<file path="src/rtl/ext_slave_mailbox.sv">
// OBI responder for the external slave port: shared mailbox RAM,
// doorbell register with level interrupt, and status register.
//
// Ports:
//   clk_i        clock
//   rst_i        synchronous active-high reset
//   slave_req_i  OBI request  {req, we, be, addr, wdata}
//   slave_resp_o OBI response {gnt, rvalid, rdata}
//   irq_o        doorbell pending (level)
//   irq_ack_i    external clear of the pending flag
//   doorbell_o   last value written to DOORBELL

package ext_slave_mailbox_pkg;

   typedef struct packed {
      logic        req;
      logic        we;
      logic [3:0]  be;
      logic [31:0] addr;
      logic [31:0] wdata;
   } obi_req_t;

   typedef struct packed {
      logic        gnt;
      logic        rvalid;
      logic [31:0] rdata;
   } obi_resp_t;

endpackage

module ext_slave_mailbox
   import ext_slave_mailbox_pkg::*;
#(
   parameter int unsigned NUM_WORDS   = 16,
   parameter int unsigned WAIT_CYCLES = 0,
   parameter logic [31:0] ADDR_BASE   = 32'h0000_0000,
   parameter logic [31:0] OOR_RDATA   = 32'hBADC_AB1E
) (
   input  logic        clk_i,
   input  logic        rst_i,
   input  obi_req_t    slave_req_i,
   output obi_resp_t   slave_resp_o,
   output logic        irq_o,
   input  logic        irq_ack_i,
   output logic [31:0] doorbell_o
);

   localparam int unsigned AW = $clog2(NUM_WORDS);
   localparam logic [29:0] IDX_DB = 30'(NUM_WORDS);
   localparam logic [29:0] IDX_ST = 30'(NUM_WORDS + 1);
   localparam bit          NO_WAIT = (WAIT_CYCLES == 0);
   localparam logic [3:0]  CNT_LOAD =
      NO_WAIT ? 4'd0 : 4'(WAIT_CYCLES - 1);

   typedef enum logic {
      S_IDLE,
      S_WAIT
   } state_t;

   state_t      state;
   logic [3:0]  cnt;
   logic        gnt;
   logic        rvalid_q;
   logic [31:0] rdata_q;
   logic [31:0] mem [NUM_WORDS];

   logic        below;
   logic [29:0] idx;
   logic        hit_mem;
   logic        hit_db;
   logic        hit_st;
   logic        acc;
   logic        wr;
   logic        rd;
   logic [31:0] rd_word;

   // Decode the word index relative to the block base.
   always_comb begin
      below   = slave_req_i.addr < ADDR_BASE;
      idx     = 30'((slave_req_i.addr - ADDR_BASE) >> 2);
      hit_mem = !below && (idx < IDX_DB);
      hit_db  = !below && (idx == IDX_DB);
      hit_st  = !below && (idx == IDX_ST);
   end

   // Grant is combinational so a zero-wait block can grant in the
   // same cycle the request is seen.
   always_comb begin
      gnt = 1'b0;
      if (!rst_i) begin
         if (state == S_IDLE)
            gnt = slave_req_i.req && NO_WAIT;
         else
            gnt = slave_req_i.req && (cnt == 4'd0);
      end
   end

   assign acc = slave_req_i.req && gnt;
   assign wr  = acc && slave_req_i.we;
   assign rd  = acc && !slave_req_i.we;

   always_comb begin
      rd_word = OOR_RDATA;
      unique case (1'b1)
         hit_mem: rd_word = mem[idx[AW-1:0]];
         hit_db:  rd_word = doorbell_o;
         hit_st:  rd_word = {31'b0, irq_o};
         default: rd_word = OOR_RDATA;
      endcase
   end

   always_ff @(posedge clk_i) begin
      if (rst_i) begin
         state <= S_IDLE;
         cnt   <= 4'd0;
      end else begin
         unique case (state)
            S_IDLE: begin
               if (slave_req_i.req && !NO_WAIT) begin
                  state <= S_WAIT;
                  cnt   <= CNT_LOAD;
               end
            end
            S_WAIT: begin
               // A dropped request abandons the wait with no access.
               if (!slave_req_i.req || cnt == 4'd0)
                  state <= S_IDLE;
               else
                  cnt <= cnt - 4'd1;
            end
         endcase
      end
   end

   always_ff @(posedge clk_i) begin
      if (rst_i) begin
         rvalid_q   <= 1'b0;
         rdata_q    <= 32'd0;
         irq_o      <= 1'b0;
         doorbell_o <= 32'd0;
         for (int i = 0; i < NUM_WORDS; i++)
            mem[i] <= 32'd0;
      end else begin
         rvalid_q <= acc;
         rdata_q  <= rd ? rd_word : 32'd0;
         for (int b = 0; b < 4; b++) begin
            if (wr && slave_req_i.be[b]) begin
               if (hit_mem)
                  mem[idx[AW-1:0]][8*b +: 8] <=
                     slave_req_i.wdata[8*b +: 8];
               if (hit_db)
                  doorbell_o[8*b +: 8] <=
                     slave_req_i.wdata[8*b +: 8];
            end
         end
         // A doorbell write wins over any clear in the same cycle.
         if (wr && hit_db)
            irq_o <= 1'b1;
         else if ((wr && hit_st && slave_req_i.be[0] &&
                   slave_req_i.wdata[0]) || irq_ack_i)
            irq_o <= 1'b0;
      end
   end

   assign slave_resp_o = '{gnt:    gnt,
                           rvalid: rvalid_q,
                           rdata:  rdata_q};

endmodule
</file>
<file path="config.mk">
export PLATFORM = sky130hd
export DESIGN_NAME = ext_slave_mailbox
export DESIGN_NICKNAME = d
export VERILOG_FILES = /design/src/rtl/ext_slave_mailbox.sv
export SDC_FILE = /design/constraint.sdc
export NUM_CORES = 1
export LEC_CHECK = 0
export BUFFER_PORTS_ARGS = -buffer_cell sky130_fd_sc_hd__clkbuf_2
export CELL_PAD_IN_SITES_DETAIL_PLACEMENT = 0
export CELL_PAD_IN_SITES_GLOBAL_PLACEMENT = 1
export CORE_MARGIN = 4
export CORE_UTILIZATION = 47
export DETAILED_ROUTE_END_ITERATION = 10
export GPL_TIMING_DRIVEN = 0
export PLACE_DENSITY = 0.87
export REMOVE_ABC_BUFFERS = 1
export SETUP_SLACK_MARGIN = 0.02
export SKIP_LAST_GASP = 1
export SYNTH_ARGS = -nofsm -noshare
export SYNTH_HDL_FRONTEND = slang
export SYNTH_SLANG_ARGS = --single-unit
</file>
<file path="constraint.sdc">
create_clock -name clk_i -period 2.49 [get_ports clk_i]
set_input_delay 0 -clock clk_i [delete_from_list [all_inputs] [get_ports clk_i]]
set_output_delay 0 -clock clk_i [all_outputs]
set_load 0.01 [all_outputs]
</file>
# Word-level counts from Yosys, hierarchy flattened
# Memory sizes are Yosys's and may differ from the RTL's.
# Cells that the tools add are included.
[totals]
register_bits = 71
memories = 1
out_inout_bits = 67
elab_cells = 72
mem_bits_rw = 512
[memory_table]
columns = ["memory", "depth", "width", "rd", "rd_clocked_by_memory_dff", "wr", "line", "rtl"]
rows = [
  ["mem", 16, 32, 1, 0, 16, "65", "logic [31:0] mem [NUM_WORDS];"],
]
[classes]
bitwise = 3
add_sub_neg = 1
reduce_logical = 30
mux = 24
eq_ne = 2
n_lt_le_gt_ge = 2
[op_table]
columns = ["op", "n"]
rows = [
  ["$pmux 32 s3", 1],
  ["$eq 30x5->1 const B", 2],
  ["$lt 32x1->1 const B", 1],
  ["$mux 32", 1],
  ["$reduce_or 32->1", 1],
  ["$lt 30x5->1 const B", 1],
  ["$mux 1", 20],
  ["$logic_and 1x1->1", 15],
  ["$reduce_and 2->1", 5],
  ["$mux 4", 2],
  ["$logic_not 4->1", 1],
  ["$reduce_or 2->1", 2],
  ["$sub 4x1->4 const B", 1],
  ["$logic_not 1->1", 3],
  ["$not 1->1", 3],
  ["$logic_or 1x1->1", 2],
  ["$reduce_bool 2->1", 1],
]

# Depth between registers and ports, before layout
# Gate-level depths: netlist (run 1).
[logic_depth]
depth_word = 12
ltp_mapped = 9
ltp_nobuf = 7

# Least setup slack after synthesis (run 1)
# No wires, ideal clock.
[synth_timing]
path_kind = "reg-to-reg"
from = "register cnt[0]"
to = "memory mem[4][16] (enable)"
path_stages_with_launch = 8
synth_period_minus_slack_ps = 2476
setup_slack_ps = 14
path_buffers = 1
arrival_ps = 2150
required_time_ps = 2164
path_cell_list = "dfxtp_1 inv_1 ha_1 nor3b_2 o2111ai_4 nor4_2 clkbuf_1 a21o_1"
[synth_lines]
columns = ["item", "line", "rtl"]
rows = [
  ["start: declaration", "61", "logic [3:0] cnt;"],
  ["start signal: assignment", "129", "cnt <= cnt - 4'd1;"],
  ["end: declaration", "65", ""],
]

==> results of run 1 <==
## cell families (layout without fill, tap and decap cells)
logic type	after synthesis	in the layout
compound gates	137	137
mux	161	161
flops	583	583
fa+ha+maj	1	1
buf+inv	135	381
xor+xnor	3	3
simple gates	748	753
## flip-flops by register name, indices dropped and copies added, names as in the netlist
signal      count
mem           512
doorbell_o     32
rdata_q        32
cnt             4
irq_o           1
rvalid_q        1
state           1
## layer usage
metal / share of wire / vias to the layer above / global-route usage
li1: - / 7085 / -
met1: 0.38 / 8197 / 0.303
met4: 0.036 / 0 / 0.0859
met3: 0.086 / 143 / 0.0374
met2: 0.50 / 726 / 0.375
met5: 0 / - / 0
## cell usage in the layout (no fill, tap or decap), drive strengths merged, types with 3 or more instances in the layout
cell type	Yosys	layout
a21oi	20	20
nor3	35	35
nand2	17	17
inv	4	5
nor4b	3	6
clkbuf	100	221
and3	100	100
or3	5	5
a21o	12	12
edfxtp	512	512
or2	52	52
clkinv	0	19
nor4	11	11
nor2b	7	7
buf	31	95
nand4	3	3
nand2b	6	7
nor2	78	79
dlygate4sd3	0	37
dfxtp	71	71
o2111ai	4	4
nand3	6	6
o22ai	19	19
and2	417	417
a22o	50	50
a22oi	26	26
mux2i	33	33
mux4	128	128
## how the worst max path moves through the flow
stage                   to  slack (ns)
3_3_place_gp         irq_o       -6.99
3_5_place_dp   mem[15][20]       -1.51
5_1_grt         mem[14][9]       -0.15
4_1_cts         mem[2][16]       -0.31
2_1_floorplan  rdata_q[11]       -0.64
6_report        mem[0][10]       -0.04
## critical path: stages (launching register included)
cell and delay [ns]:
dfxtp_2 0.33, inv_2 0.06, ha_4 0.14, nor3b_4 0.20, buf_6 0.17, o2111ai_4 0.22, buf_12 0.22, or3_4 0.45
nor2_4 0.18, or2_4 0.23
## stage by stage
stage,cells,setup slack [ns],cell area (sq um),util
final,2767,-0.0369,31400,0.569
after global routing,2767,-0.148,31400,0.569
after CTS,2709,-0.310,30600,0.555
after detailed placement,2538,-1.51,27800,0.503
after global placement,2522,-6.99,27400,0.496
after floorplan,1637,-0.637,25800,-
## what timing repair did
action | CTS | global route
buffers inserted | 24 | 56
pin swaps | 16 | 31
endpoints found under the setup margin | 993 | 818
gates resized for setup | 88 | 71
hold buffers | 37 | 0
endpoints found under the hold margin | 518 | 0
cloned | 4 | 2
## cell type report
cell class	count	area share
Clock buffer	83	0.0534
Tap cell	748	0.0298
Inverter	4	0.000478
Sequential cell	583	0.535
Clock inverter	24	0.00566
Multi-Input combinational cell	1055	0.310
Timing Repair Buffer	270	0.0661
## power by group
group          switching (mW)  internal [mW]  leakage, nW
Clock                    3.71           4.88        0.912
Combinational           0.827          0.503         5.45
Sequential             0.0641           10.8         6.07
==> qor.csv, run 1 <==
metric,value,unit
CTS H-tree lvls,2,
Yosys top cell by area,edfxtp_1,
global placer's final weighted congestion,0.778,
Syn Area/Cell,14.9,sq um
Slew @ Worst Pin,1.25,ns
Final Hold Viols,0,
first-pass GRT wire length,102000,microns
FF/Latch Area,16800,sq um
setup TNS,-1.08,ns
final antenna diode count,0,
Avg WL per Cell,24.9,microns
"count leader, synth",edfxtp_1,
post-synthesis simple-gate area fraction,0.177,
compound-gate portion of the synthesized area,0.0399,
Final min period,2.53,ns
mux cell area share after synthesis,0.122,
starting DRC count in detailed routing,1721,
Routed Wire Length,69000,microns
hold crit path type,input port to flip-flop,
Yosys cell types,58,
post-detail-place hpwl,42400,microns
maximum clock path buffer count,3,
vias per cell,5.84,
MaxCap Viol Count,0,
flop-to-flop setup slack,-0.04,ns
Area contributors post-synth,"edfxtp_1 58%, mux4_2 11%, and2_1 9.9%",
Synth Area in Adders,0.000476,
Leak,12.4,nW
Final ANT Viol Nets,0,
clock slew at reported path FFs,0.06,ns
post-route setup slack,-0.0369,ns
critical path class,flip-flop to flip-flop,
failing checks,setup timing,
yosys warns,0,
vias after detailed routing,16151,
I/O pin count,140,
later-pin clock latency in the skew report,0.62,ns
Port Buffers,137,
largest fanout on the critical path,8,
Post-synth ARST share,0,
hold endpoint,doorbell_o[15],
#FFs+latches synth,583,
number of synthesized flops with an enable pin,512,
Fin Hold WS,0.0455,ns
Core ar.,55200,sq um
Starting Density,0.476,
Synth Flop Type,edfxtp_1,
share of the synthesized area in the top cell type,0.585,
power per cell area,662,nW/um^2
total gr overflow,0,
CTS tree,yes,
Post-route DRC,0,
FILL cells,4245,
clk sinks,583,
Crit. End Element,flip-flop,
sequential-to-total area share from yosys stat,0.639,
worst hold stages,2,
Row Count,86,
Hold Crit Start,rst_i,
relative slew slack,0.167,
Critical Path AT,2.84,ns
die area,59800,sq um
total CTS buffers,58,
area of the multi-input gates,9730,sq um
Worst R2R Start,cnt[1],
fraction of layout cells with a size suffix above 1,0.305,
Die Height,245,microns
Slew Limit Fails,0,
Final Cycle Share,1.01,
status,finished with violations,
Worst Skew,0.0258,ns
RSZ-0062 raised after global routing,true,
crit start category,flip-flop,
total power,20.8,mW
clock root buffer,clkbuf_16,
reg2reg path depth,9,
Post-Synth XOR/XNOR Area,0.000999,
largest family of logic cells by synthesized area,simple AND/OR/NAND/NOR gates,
Highest Clock Rate,0.396,GHz
Worst Setup SP,cnt[1],
Commonest cells post-synth,"512 x edfxtp_1, 417 x and2_1, 128 x mux4_2",
area delta synth->final,19.5,%
Die X,245,microns
Tot GR Track Use,0.226,
synthesized area,26300,sq um
Setup Viol. Count Final,56,
largest net degree at the start of global routing,79,
Synth Instances,1768,
TritonRoute pass-1 iters,5,
worst r2r dst,mem[0][10],
vias in the first global route,16440,
initial antenna violation count,0,
Worst VDD drop,0.528,mV
Required @ worst endpoint,2.80,ns
fin nets,2046,
(Power assumes the default switching activity.)
==> run 2: changes to the inputs <==
--- a/config.mk
+++ b/config.mk
@@ -8,10 +8,10 @@
 export BUFFER_PORTS_ARGS = -buffer_cell sky130_fd_sc_hd__clkbuf_2
 export CELL_PAD_IN_SITES_DETAIL_PLACEMENT = 0
 export CELL_PAD_IN_SITES_GLOBAL_PLACEMENT = 1
-export CORE_MARGIN = 4
 export CORE_UTILIZATION = 47
 export DETAILED_ROUTE_END_ITERATION = 10
 export GPL_TIMING_DRIVEN = 0
+export MAX_ROUTING_LAYER = met4
 export PLACE_DENSITY = 0.87
 export REMOVE_ABC_BUFFERS = 1
 export SETUP_SLACK_MARGIN = 0.02
==> run 2 against run 1 <==
The flow still finishes with violations (setup timing); worst hold slack better by 0.070 ns; power up 3.2%; core utilization grew 0.082 points; via count shrank 0.80%; clock skew shrank 0.0069 ns; sequential power barely moved; fmax fell by 0.41%; critical path depth did not move; sequential cell count unchanged; combinational power about the same; critical endpoint is now mem[12][3]; highest routed layer unchanged.
==> qor.csv, run 2 (synthesis results as in run 1) <==
metric,value,unit
status,finished with violations,
failing checks,setup timing,
Routed Wire Length,68700,microns
Avg WL per Cell,24.9,microns
M1 WL,26200,microns
Required @ worst endpoint,2.80,ns
maximum clock path buffer count,3,
Gate power share,0.062,
Worst Skew,0.0189,ns
RSZ-0062 raised after global routing,true,
Final Util,0.570,
Tot GR Track Use,0.251,
Reg with most FFs,mem,
FILL cells,4217,
metal2 WL,34600,microns
Clk pwr share,0.432,
TritonRoute pass-1 iters,7,
uppermost layer routed,met4,
"CP delay by family, top",simple AND/OR/NAND/NOR gates,
clock slew at reported path FFs,0.07,ns
Worst VDD drop,0.452,mV
crit start category,flip-flop,
post-detail-place hpwl,40600,microns
total gr overflow,0,
critical path class,flip-flop to flip-flop,
Final Cycle Share,1.02,
Fin Hold WS,0.115,ns
vias after detailed routing,16022,
largest net degree at the start of global routing,101,
Slew @ Worst Pin,1.14,ns
Slew Limit Fails,0,
slowest CP cell,or3_4,
flop-to-flop setup slack,-0.05,ns
vias per cell,5.82,
Die Height,239,microns
Sw Ratio,0.214,
power per cell area,682,nW/um^2
Core ar.,55200,sq um
Leak,12.4,nW
Final ANT Viol Nets,0,
"most common cell after layout, fill and taps aside",edfxtp_1,
post-route setup slack,-0.0473,ns
total power,21.4,mW
Setup Viol. Count Final,36,
Port Buffers,137,
relative slew slack,0.241,
Die X,239,microns
area delta synth->final,19.6,%
largest fanout on the critical path,8,
clock root buffer,clkbuf_16,
NetSw,4.60,mW
metal3 WL,5270,microns
number of flip-flops in the largest register,512,
Highest Clock Rate,0.394,GHz
starting DRC count in detailed routing,1654,
Worst path max stage delay,0.53,ns
MaxCap Viol Count,0,
clk sinks,583,
Final Hold Viols,0,
global placer's final weighted congestion,0.791,
first-pass GRT wire length,101000,microns
hold crit path type,input port to flip-flop,
critical path cell sequence,inv_2 > ha_4 > nor3b_4 > buf_6 > o2111ai_4 > or3_4 > buf_4 > nor2_4 > or2_4,
Largest regs,"mem (512), doorbell_o (32), rdata_q (32)",
CTS H-tree lvls,2,
Row Count,86,
fin nets,2034,
die area,56900,sq um
initial antenna violation count,2,
internal power,16.9,mW
WP buf/inv,3,
fraction of layout cells with a size suffix above 1,0.307,
Critical Path AT,2.85,ns
Final min period,2.54,ns
total CTS buffers,56,
Post-route DRC,0,
Crit. End Element,flip-flop,
vias in the first global route,16118,
later-pin clock latency in the skew report,0.62,ns
I/O pin count,140,
Sequential Power Share,0.507,
most frequent cells in the layout,"512 x edfxtp_1, 414 x and2_1, 134 x clkbuf_2, 128 x mux4_2, 98 x and3_1",
Starting Density,0.476,
CTS tree,yes,
run 2: cell count changes in the layout (fill, tap and decap cells not counted), moves of 9 or more:
cell and change:
buf_4 -14, or2_4 -13, or2_2 +11, clkbuf_1 -9
run 2: worst min-delay path: cells and delay by family:
| kind | cells | cell delay [ns] |
|---|---|---|
| simple gates | 2 | 0.29 |
| compound gates | 2 | 0.26 |
| buf+inv | 1 | 0.11 |
run 2: path summary, 6_finish.rpt:
kind	from	endpoint	depth (start not counted)
hold reg to reg	doorbell_o[5]	rdata_q[5]	1
setup / recovery	cnt[0]	mem[12][3]	9
hold / removal	slave_req_i[39]	irq_o	5
setup reg to reg	cnt[0]	mem[12][3]	9
run 2: power by group through the flow:
stage	clock (mW)	combinational, mW	sequential [mW]
after floorplan	0	0.563	11.1
after global placement	0	1.21	11.1
after detailed placement	0	1.20	11.1
after CTS	9.29	1.30	10.9
after global routing	9.68	1.39	10.9
final	9.26	1.32	10.9
run 2: layout make-up:
class	instances	area, sq um	area share
flip-flops and latches	583	16800	0.534
repair buffers	258	1990	0.0632
diodes	1	2.50	0.0000796
multi-input cells	1057	9670	0.308
well taps	748	936	0.0298
inverters	4	15.0	0.000477
clock buffers	80	1770	0.0563
clock inverters	24	268	0.00851
run 2: through the flow:
step                      setup slack [ns]  setup TNS [ns]  instance area, sq um  std cells
final                              -0.0473          -0.892                 31500       2755
after global routing                -0.144          -11.25                 31500       2755
after CTS                           -0.195           -9.07                 31000       2719
after detailed placement             -1.62         -992.68                 27700       2535
after global placement               -7.42        -5134.32                 27400       2522
after floorplan                     -0.637          -92.11                 25800       1637
run 2: repair_timing:
action                                   CTS  global route
endpoints found under the setup margin  1060           562
buffers inserted                          34            35
hold buffers                              38             0
pin swaps                                 16            19
cloned                                     8             0
hold endpoints to repair                 399             0
gates resized for setup                  103            43
run 2: layer usage:
metal	vias up	GRT usage
met4	0	0.0995
met3	142	0.0438
li1	7059	-
met1	8158	0.317
met5	-	-
met2	663	0.405
==> run 3: changes to the inputs <==
--- a/config.mk
+++ b/config.mk
@@ -8,11 +8,12 @@
 export BUFFER_PORTS_ARGS = -buffer_cell sky130_fd_sc_hd__clkbuf_2
 export CELL_PAD_IN_SITES_DETAIL_PLACEMENT = 0
 export CELL_PAD_IN_SITES_GLOBAL_PLACEMENT = 1
-export CORE_UTILIZATION = 47
+export CORE_MARGIN = 1
+export CORE_UTILIZATION = 50
 export DETAILED_ROUTE_END_ITERATION = 10
 export GPL_TIMING_DRIVEN = 0
 export MAX_ROUTING_LAYER = met4
-export PLACE_DENSITY = 0.87
+export PLACE_DENSITY = 0.88
 export REMOVE_ABC_BUFFERS = 1
 export SETUP_SLACK_MARGIN = 0.02
 export SKIP_LAST_GASP = 1
==> constraint.sdc (replaced) <==
create_clock -name clk_i -period 3.06 [get_ports clk_i]
set_input_delay 0 -clock clk_i [delete_from_list [all_inputs] [get_ports clk_i]]
set_output_delay 0 -clock clk_i [all_outputs]
set_load 0.01 [all_outputs]
==> run 3 against run 2 <==
The flow still finishes with violations (setup timing); sequential cell count did not move; routed wire length decreased by 4.1%; critical endpoint is now mem[11][12]; die area fell by 6.0%; core utilization is 1.8 points higher; via count shrank 2.1%; clock power decreased by 19%; first-iteration DRC count is 3.7% lower; clock skew is 0.0045 ns higher; sequential share of layout area grew 1.9 points; global-route usage up 0.43 points; highest routed layer unchanged; critical path depth fell by 4.
==> qor.csv, run 3 (synthesis results as in run 1) <==
metric,value,unit
Largest regs,"mem (512), doorbell_o (32), rdata_q (32)",
Placed Cells,2470,
maximum clock path buffer count,3,
Core ar.,51600,sq um
initial antenna violation count,1,
CTS H-tree lvls,2,
hold crit path type,input port to flip-flop,
vias in the first global route,15822,
Port Buffers,137,
clk sinks,583,
most frequent cells in the layout,"512 x edfxtp_1, 416 x and2_1, 134 x clkbuf_2, 128 x mux4_2, 100 x and3_1",
Final ANT Viol Nets,0,
Non-Filler Instances,2632,
Fin Hold WS,0.0517,ns
fraction of layout cells with a size suffix above 1,0.260,
later-pin clock latency in the skew report,0.63,ns
relative slew slack,0.175,
failing checks,setup timing,
global placer's final weighted congestion,0.799,
fin nets,1975,
met1 Use GR,0.330,
largest net degree at the start of global routing,75,
worst r2r dst,mem[8][13],
starting DRC count in detailed routing,1592,
Row Count,83,
Die X,231,microns
status,finished with violations,
first-pass GRT wire length,97800,microns
worst hold stages,2,
MaxCap Viol Count,0,
clock root buffer,clkbuf_16,
FILL cells,3858,
Required @ worst endpoint,3.36,ns
Reg with most FFs,mem,
FF/Latch Area,16800,sq um
crit start category,input port,
Final Util,0.588,
power per cell area,573,nW/um^2
grt met2 use,0.401,
Hold Crit Start,rst_i,
Final Cell Area,30400,sq um
Worst Skew,0.0234,ns
post-detail-place hpwl,40100,microns
vias after detailed routing,15692,
met3 Usage GRT,0.0380,
total gr overflow,0,
die area,53500,sq um
"most common cell after layout, fill and taps aside",edfxtp_1,
Die Height,231,microns
Post-route DRC,0,
largest fanout on the critical path,54,
Leak,11.9,nW
Setup Viol. Count Final,8,
area delta synth->final,15.4,%
total CTS buffers,59,
clock slew at reported path FFs,0.06,ns
number of flip-flops in the largest register,512,
Starting Density,0.509,
Avg WL per Cell,25.0,microns
busiest grt layer,met2,
RSZ-0062 raised after global routing,true,
Worst R2R Start,cnt[0],
total power,17.4,mW
Critical Path AT,3.37,ns
hold endpoint,doorbell_o[28],
Final Hold Viols,0,
post-route setup slack,-0.00639,ns
critical path class,input port to flip-flop,
Routed Wire Length,65900,microns
final antenna diode count,0,
Tot GR Track Use,0.255,
TritonRoute pass-1 iters,5,
Final Cycle Share,1.00,
vias per cell,5.96,
Crit. End Element,flip-flop,
area of the multi-input gates,9220,sq um
Slew @ Worst Pin,1.23,ns
CTS tree,yes,
I/O pin count,140,
flop-to-flop setup slack,0.03,ns
dpl cell area,27700,sq um
Final min period,3.07,ns
Worst VDD drop,0.413,mV
Highest Clock Rate,0.326,GHz
Slew Limit Fails,0,
reg2reg path depth,8,
[run 3: changes by cell type in the layout (fill, tap and decap cells not counted), sizes merged]
cell,previous run,this run
nor2,79,78
buf,83,27
diode,1,0
clkbuf,217,229
dlygate4sd3,38,36
clkinvlp,1,0
inv,4,8
nand2b,7,6
clkinv,17,10
nor2b,9,7
[run 3: critical path: stages]
cell and delay, ns:
clkbuf_4 0.44, nor3b_1 0.62, nand3_1 0.86, nor3_1 1.03, or2_2 0.40
[run 3: report_power, final]
| group | switching, mW | internal (mW) |
|---|---|---|
| registers | 0.0488 | 8.80 |
| logic | 0.644 | 0.379 |
| clock network | 3.06 | 4.45 |
| total | 3.75 | 13.6 |
[run 3: layer usage]
layer | wire length, microns | part of all wire | vias up
met4 | 2370 | 0.036 | 0
met1 | 26100 | 0.40 | 7967
met2 | 32500 | 0.49 | 672
met5 | 0 | 0 | -
li1 | - | - | 6921
met3 | 4920 | 0.075 | 132
[run 3: area by class of cell]
cell class	count	share of cell area
Sequential cell	583	0.553
Inverter	4	0.000495
Clock buffer	92	0.0580
Tap cell	680	0.0280
Clock inverter	20	0.00870
Timing Repair Buffer	200	0.0477
Multi-Input combinational cell	1053	0.304
[run 3: worst max path at each step]
stage	slack (ns)	from	to	cells after the start
after floorplan	-0.07	slave_req_i[37]	rdata_q[11]	5
after global placement	-6.81	slave_req_i[34]	rdata_q[18]	6
after detailed placement	-1.06	slave_req_i[45]	mem[3][22]	6
after CTS	-0.02	cnt[0]	mem[0][2]	7
after global routing	-0.1	rst_i	mem[1][8]	5
final	-0.006	rst_i	mem[11][12]	5
[run 3: timing repair]
action	CTS	global route
cloned	3	0
endpoints found under the setup margin	326	201
gates resized for setup	18	20
pin swaps	4	3
hold buffers	36	0
endpoints found under the hold margin	532	0
buffers inserted	7	4
[run 3: stage by stage]
stage	setup TNS [ns]	setup slack [ns]
final	-0.0364	-0.00639
after detailed placement	-221.33	-1.06
after CTS	-0.120	-0.0164
after global routing	-3.72	-0.0979
after floorplan	-1.29	-0.0668
after global placement	-4426.53	-6.81
